## src/rtl/tdc_meas_ctrl.sv

```systemverilog
// Measurement sequencer for a tapped-delay-line TDC.
// Detects a rising edge on the first tap, latches the coarse clock count and
// the tap vector, encodes the fine code as a popcount and presents the result
// on a valid/ready stream. A dead-time window follows every handshake. Hits
// that arrive while the sequencer is busy are counted in a saturating counter.
module tdc_meas_ctrl #(
    parameter int NTAPS       = 12,
    parameter int FINE_W      = 4,
    parameter int COARSE_W    = 16,
    parameter int DEAD_CYCLES = 4
) (
    input  logic                clk,
    input  logic                rst_n,
    input  logic                arm,
    input  logic                cont,
    input  logic [NTAPS-1:0]    taps,
    output logic                m_valid,
    input  logic                m_ready,
    output logic [COARSE_W-1:0] m_coarse,
    output logic [FINE_W-1:0]   m_fine,
    output logic                m_sat,
    output logic                busy,
    output logic [7:0]          lost_cnt
);

    localparam int DCNT_W = (DEAD_CYCLES > 1) ? $clog2(DEAD_CYCLES) : 1;
    localparam logic [DCNT_W-1:0] DEAD_LAST = DCNT_W'(DEAD_CYCLES - 1);

    typedef enum logic [2:0] {
        S_IDLE,
        S_ARMED,
        S_ENCODE,
        S_HOLD,
        S_DEAD
    } state_t;

    state_t              state;
    logic [COARSE_W-1:0] coarse_cnt;
    logic                taps0_q;
    logic                hit_det;
    logic [NTAPS-1:0]    cap_taps;
    logic [COARSE_W-1:0] cap_coarse;
    logic [DCNT_W-1:0]   dead_cnt;

    // Counts every tap that is set; bubbles in the thermometer code are not corrected.
    function automatic logic [FINE_W-1:0] popcount(input logic [NTAPS-1:0] v);
        logic [FINE_W-1:0] n;
        n = '0;
        for (int unsigned i = 0; i < NTAPS; i++) begin
            n = n + FINE_W'(v[i]);
        end
        return n;
    endfunction

    assign hit_det = taps[0] & ~taps0_q;
    assign busy    = (state == S_ENCODE) || (state == S_HOLD) || (state == S_DEAD);

    // Free-running coarse time base, wraps naturally.
    always_ff @(posedge clk or negedge rst_n) begin
        if (!rst_n) coarse_cnt <= '0;
        else        coarse_cnt <= coarse_cnt + 1'b1;
    end

    // Previous first-tap value for rising-edge hit detection.
    always_ff @(posedge clk or negedge rst_n) begin
        if (!rst_n) taps0_q <= 1'b0;
        else        taps0_q <= taps[0];
    end

    // Hits arriving while busy are lost; counter sticks at 255.
    always_ff @(posedge clk or negedge rst_n) begin
        if (!rst_n) begin
            lost_cnt <= '0;
        end else if (hit_det && busy && (lost_cnt != 8'hFF)) begin
            lost_cnt <= lost_cnt + 8'd1;
        end
    end

    // Sequencer: capture, encode, hold result until accepted, then dead time.
    always_ff @(posedge clk or negedge rst_n) begin
        if (!rst_n) begin
            state      <= S_IDLE;
            cap_taps   <= '0;
            cap_coarse <= '0;
            dead_cnt   <= '0;
            m_valid    <= 1'b0;
            m_coarse   <= '0;
            m_fine     <= '0;
            m_sat      <= 1'b0;
        end else begin
            case (state)
                S_IDLE: begin
                    if (arm) state <= S_ARMED;
                end
                S_ARMED: begin
                    if (!arm) begin
                        state <= S_IDLE;
                    end else if (hit_det) begin
                        cap_taps   <= taps;
                        cap_coarse <= coarse_cnt;
                        state      <= S_ENCODE;
                    end
                end
                S_ENCODE: begin
                    m_fine   <= popcount(cap_taps);
                    m_sat    <= &cap_taps;
                    m_coarse <= cap_coarse;
                    m_valid  <= 1'b1;
                    state    <= S_HOLD;
                end
                S_HOLD: begin
                    if (m_ready) begin
                        m_valid  <= 1'b0;
                        dead_cnt <= '0;
                        state    <= S_DEAD;
                    end
                end
                S_DEAD: begin
                    // Counter parks at its last value so a stuck first tap
                    // keeps the exit condition pending until the tap drops.
                    if (dead_cnt == DEAD_LAST) begin
                        if (!taps[0]) state <= (arm && cont) ? S_ARMED : S_IDLE;
                    end else begin
                        dead_cnt <= dead_cnt + 1'b1;
                    end
                end
                default: state <= S_IDLE;
            endcase
        end
    end

endmodule

```

## config.mk

```make
export PLATFORM = sky130hd
export DESIGN_NAME = tdc_meas_ctrl
export DESIGN_NICKNAME = d
export VERILOG_FILES = /design/src/rtl/tdc_meas_ctrl.sv
export SDC_FILE = /design/constraint.sdc
export NUM_CORES = 1
export LEC_CHECK = 0
export CAP_MARGIN = 20
export CORE_MARGIN = 4
export CORE_UTILIZATION = 44
export CTS_CLUSTER_SIZE = 14
export DETAILED_ROUTE_END_ITERATION = 12
export HOLD_SLACK_MARGIN = 0.02
export PLACE_DENSITY = 0.76
export SYNTH_ARGS = -nofsm -noshare
export SYNTH_HDL_FRONTEND = slang
export SYNTH_SLANG_ARGS = --single-unit
```

## constraint.sdc

```tcl
create_clock -name clk -period 4.4 [get_ports clk]
set_input_delay 1.1 -clock clk [delete_from_list [all_inputs] [get_ports clk]]
set_output_delay 1.1 -clock clk [all_outputs]
set_load 0.02 [all_outputs]
```

# Word level (Yosys, flattened, before mapping)
# Index checks and enable logic that the tools add are counted.
[op_classes]
muxes = 13
reduce_logical = 13
n_bitwise = 2
addsub = 14
n_eq_ne = 12
[ops]
columns = ["cell", "count"]
rows = [
  ["$add A4 B1 Y4", 8],
  ["$mux W3", 6],
  ["$add A16 B1 Y16 const B", 1],
  ["$pmux W3 S5", 1],
  ["$reduce_and A12 Y1", 1],
  ["$add A8 B1 Y8 const B", 1],
  ["$ne A2 B2 Y1 const B", 4],
  ["$ne A8 B8 Y1 const B", 1],
  ["$eq A3 B2 Y1 const B", 2],
  ["$reduce_and A3 Y1", 2],
  ["$reduce_and A5 Y1", 1],
  ["$add A3 B1 Y4", 1],
  ["$mux W2", 2],
  ["$pmux W2 S2", 1],
  ["$reduce_bool A2 Y1", 2],
  ["$add A2 B1 Y3", 1],
  ["$eq A3 B1 Y1 const B", 1],
  ["$eq A3 B3 Y1 const B", 1],
  ["$logic_and A1 B1 Y1", 3],
  ["$logic_not A3 Y1", 1],
  ["$ne A3 B3 Y1 const B", 1],
  ["$add A1 B1 Y2", 1],
  ["$add A2 B1 Y2 const B", 1],
  ["$eq A2 B2 Y1 const B", 1],
  ["other kinds (7)", 9],
]
[totals]
register_bits = 80
out_inout_bits = 31

# Logic depth before layout (Yosys ltp)
[logic_depth]
word_depth = 11
ltp_mapped = 13
depth_no_buf = 13

# Worst setup path after synthesis
# No wires, ideal clock.
[synth_timing]
path_type = "register to register"
start = "register cap_taps[0]"
end = "register m_fine[2]"
stages_incl_launch_ff = 14
required_ns = 4.317
setup_ns = 0.083
slack_ns = 1.076
arrival_time_ns = 3.241
path_cell_list = "dfrtp_1 -> inv_1 -> fa_1 -> inv_1 -> fa_1 -> inv_1 -> fa_1 -> fa_1 -> inv_1 -> ha_1 -> inv_1 -> fa_1 -> xor2_1 -> o21ai_0"
[synth_between]
elab_chain_cells = 11
[synth_rtl]
columns = ["element", "line_no", "source"]
rows = [
  ["from (decl)", "41", "logic [NTAPS-1:0] cap_taps;"],
  ["from (signal assigned)", "99", "cap_taps <= taps;"],
  ["$add A1 B1 Y2", "50", "n = n + FINE_W'(v[i]);"],
  ["$add A2 B1 Y3", "50", ""],
  ["$add A3 B1 Y4", "50", ""],
  ["$add A4 B1 Y4 (8 in a row)", "50", ""],
  ["to (signal assigned)", "105", "m_fine <= popcount(cap_taps);"],
  ["to (decl)", "20", "output logic [FINE_W-1:0] m_fine,"],
]
# No other way between the ends.
# A chain may end at the register's enable or synchronous reset.

# Worst setup path in the final report
[layout_timing]
start = "register cap_taps[5]"
end = "register m_fine[2]"
[layout_between]
elab_chain_cells = 7
[layout_rtl]
columns = ["element", "line_no"]
rows = [
  ["$add A4 B1 Y4 (7 in a row)", "50"],
]
# No other way between the ends.

==> summary.md <==
| Metric | Value |
|---|---|
| Slowest-stage cell, CP | fa_1 |
| Fin crit share | 0.800 |
| Worst-Margin Slew | roughly 1000 ps |
| Total global routing overflow | 0 |
| Worst EP required | between 4000 and 5000 ps |
| DP HPWL | between 4000 and 5000 um |
| Syn_nets | approximately 350 |
| Critical path endpoint category | register |
| Lkg Pwr | approximately 0.0021 uW |
| CTS tree | built |
| CTS max path bufs | 2 |
| Crit path max fanout | 3 |
| Antenna cells | 0 |
| Setup_tns | 0 ps |
| Crit path time final | about 3500 ps |
| Worst hold slack | 468 ps |
| Sink Count | 80 |
| Worst-path clk slew | ~80 ps |
| Slew HR | 0.334 |
| Postcts setup bufs | 0 |
| Status | complete, no violations |
| Final setup fails | 0 |
| Pwr Density | 673 mW/mm^2 |
| CORE AREA | roughly 0.008 mm^2 |
| Cells on Worst Hold Path | 2 |
| Antenna violations before repair | 0 |
| Initial Utilization | 0.458 |
| DRT Wirelength | about 7000 um |
| Ports | between 40 and 50 |
| CP max stage delay | between 500 and 600 ps |
| RSZ-0062 raised after global routing | false |
| Clk_lat worst skew | roughly 350 ps |
| Layout cells sized above 1 | 0.153 |
| Worst reg2reg setup slack | a little under 900 ps |
| Hold Startpoint | cap_coarse[0]$_DFFE_PN0P_ |
| Mapped Cells | 320 |
| Worst r2r path cells | 13 |
| Pre-antenna DRT Iters | 4 |
| Die Wd | ~100 um |
| Critical path, cell by cell | inv_1, fa_1, inv_1, fa_1, inv_1, fa_1, fa_1, inv_1, ha_1, inv_1, fa_1, xor2_1, o21ai_0 |
| H-tree Lvls | 3 |
| Via density | around 5.0 |
| Post-Route Skew | 5.53 ps |
| CTS Root Cell | clkbuf_8 |
| DRT iter0 DRCs | 79 |
| Worst Setup Start Kind | register |
| Port bufs | between 40 and 50 |
| Crit path kind | register to register |
| CTS hold repair buffers | 0 |
| CTS resizes | 0 |
| Final hold violations | 0 |
| Mapped Area | around 0.0036 mm^2 |
| Max-slew violation count | 0 |
| Fill cells | around 700 |
| DR vias | 2407 |
| Synth warn | 0 |
| Die extent in y | around 98 um |
| Max-cap violations | 0 |
| Yosys reg bits | 80 |
| GRT Util Overall | 0.157 |
| # DRC | 0 |
| Tightest Hold Check Type | register to register |
| Routability cong. | 0.800 |
| Worst r2r dst | m_fine[2]$_DFFE_PN0P_ |
| Area leader, netlist | dfrtp_1 |
| RR Startpoint | cap_taps[5]$_DFFE_PN0P_ |
| Largest net degree at the start of global routing | 81 |
| Number of buffers created by CTS | 9 |
| Worst vdd ir | 389 uV |
| Seq/Total Area, Yosys | 0.557 |
| WHS Endpoint | m_coarse[0]$_DFFE_PN0P_ |
| First-pass GRT wire length | approximately 12000 um |
| Crit path DAT | between 3000 and 4000 ps |
| Nets | between 400 and 500 |
| Layout overhead on the synthesized area | 23.3% |
| DR WL/cell | around 15 um |
| Die area | a little under 0.01 mm^2 |
| Netlist cell types | 33 |
| Average size of a mapped cell | roughly 11 um^2 |
| Detail Route Antenna Nets | 0 |
| Top cells by area, synth | dfrtp_1 56%, mux2_2 10%, nand2_1 7.6% |
| Fmax | between 0.2 and 0.3 GHz |
| Post-synth top area share | 0.557 |
| Row Count | 32 |
| Vias in the first global route | ~2500 |
-- power breakdown --
| part | leakage (uW) | total (uW) | switching, uW | internal, uW |
|---|---|---|---|---|
| Clock | 0.000119 | 655 | 277 | 378 |
| Sequential | 0.00104 | 1020 | 126 | 892 |
| Combinational | 0.000964 | 1310 | 705 | 605 |
| Total | 0.00212 | 2980 | 1110 | 1880 |
-- state kept, by name, summed over array words and instances, names as in the netlist --
name        count
cap_coarse     16
cap_taps       12
m_coarse       16
state           3
m_valid         1
dead_cnt        2
coarse_cnt     16
lost_cnt        8
m_fine          4
m_sat           1
taps0_q         1
-- placed cells by master (no fill, tap or decap), types with 2 or more instances in the layout --
master           synthesis  routed
dfrtp_1                 80      80
nand2_1                 73      73
clkdlybuf4s50_1          0      46
mux2_2                  33      33
inv_1                   26      26
nand3_1                 13      13
nor2_1                  12      12
xor2_1                  10      10
clkbuf_8                 0       9
o21ai_0                  8       8
ha_1                     8       8
nand4_1                  7       7
xnor2_1                  7       7
fa_1                     7       7
nor3_1                   3       3
nand2b_1                 3       3
and2b_1                  3       3
bufinv_16                0       3
buf_4                    2       3
and4_1                   2       2
nor2b_1                  2       2
nor4_2                   2       2
a21oi_1                  2       2
clkinv_4                 0       2
-- how the worst max path moves through the flow --
stage / end / start / slack [ps] / cells past startpoint
floorplan: m_fine[2]$_DFFE_PN0P_ / cap_taps[0]$_DFFE_PN0P_ / 1080 / 13
global placement: m_fine[2]$_DFFE_PN0P_ / cap_taps[0]$_DFFE_PN0P_ / 1020 / 13
detailed placement: m_fine[2]$_DFFE_PN0P_ / cap_taps[0]$_DFFE_PN0P_ / 890 / 13
CTS: m_fine[2]$_DFFE_PN0P_ / cap_taps[0]$_DFFE_PN0P_ / 870 / 13
global route: m_fine[2]$_DFFE_PN0P_ / cap_taps[0]$_DFFE_PN0P_ / 690 / 13
finish: m_fine[2]$_DFFE_PN0P_ / cap_taps[5]$_DFFE_PN0P_ / 880 / 13
-- worst max-delay path: cells and delay by family (launching register included) --
| family | cells | cell delay, ps |
|---|---|---|
| fa+ha+maj | 6 | 2470 |
| flops | 1 | 370 |
| xor+xnor | 1 | 130 |
| compound gates | 1 | 80 |
| buf+inv | 5 | 330 |
-- layer usage --
metal / part of all wire / routed length, um / vias to the layer above / global-route usage
met5: 0 / 0 / - / 0
met4: 0.026 / 183 / 0 / 0.0767
met3: 0.031 / 214 / 18 / 0.0336
met2: 0.50 / 3490 / 43 / 0.248
met1: 0.44 / 3080 / 1193 / 0.206
li1: - / - / 1153 / -
-- cell families after synthesis --
family,after synthesis,share of synthesized area
AOI/OAI and AO/OA,17,0.0314
xor gates and xnor gates,17,0.0414
muxes,34,0.106
and+or+nand+nor,123,0.157
buffers and inverters,34,0.0394
DFF,80,0.557
adders and majority gates,15,0.0669
-- cell type report --
cell class,instances,area [um^2],share of cell area
Timing Repair Buffer,50,510,0.115
Inverter,26,97.6,0.0220
Tap cell,102,128,0.0288
Clock buffer,9,124,0.0280
Multi-Input combinational cell,206,1450,0.327
Clock inverter,7,120,0.0271
Sequential cell,80,2000,0.452
-- cell usage after synthesis, drive strengths merged --
cell / count
a21o: 1
buf: 7
and2: 1
clkbuf: 1
inv: 26
nor4: 2
and2b: 3
nand4: 7
nor2b: 2
xor2: 10
a2bb2oi: 1
nand3: 13
nand3b: 1
o221ai: 1
mux2: 33
nor3: 3
and4: 2
mux2i: 1
dfrtp: 80
ha: 8
nand2: 73
fa: 7
nand2b: 3
o22ai: 1
a21oi: 2
nor2: 12
o21ai: 9
a32oi: 1
nor3b: 1
o31ai: 1
xnor2: 7
-- through the flow --
| step | util | setup slack [ps] | total power (uW) | cells | cell area (um^2) |
|---|---|---|---|---|---|
| 2_1_floorplan | - | 1080 | 1930 | 320 | 3590 |
| 3_3_place_gp | 0.530 | 1020 | 2220 | 463 | 4160 |
| 3_5_place_dp | 0.530 | 889 | 2340 | 463 | 4160 |
| 4_1_cts | 0.561 | 873 | 3010 | 479 | 4400 |
| 5_1_grt | 0.565 | 686 | 3260 | 480 | 4430 |
| 6_report | 0.565 | 879 | 2980 | 480 | 4430 |
(Power assumes the default switching activity.)
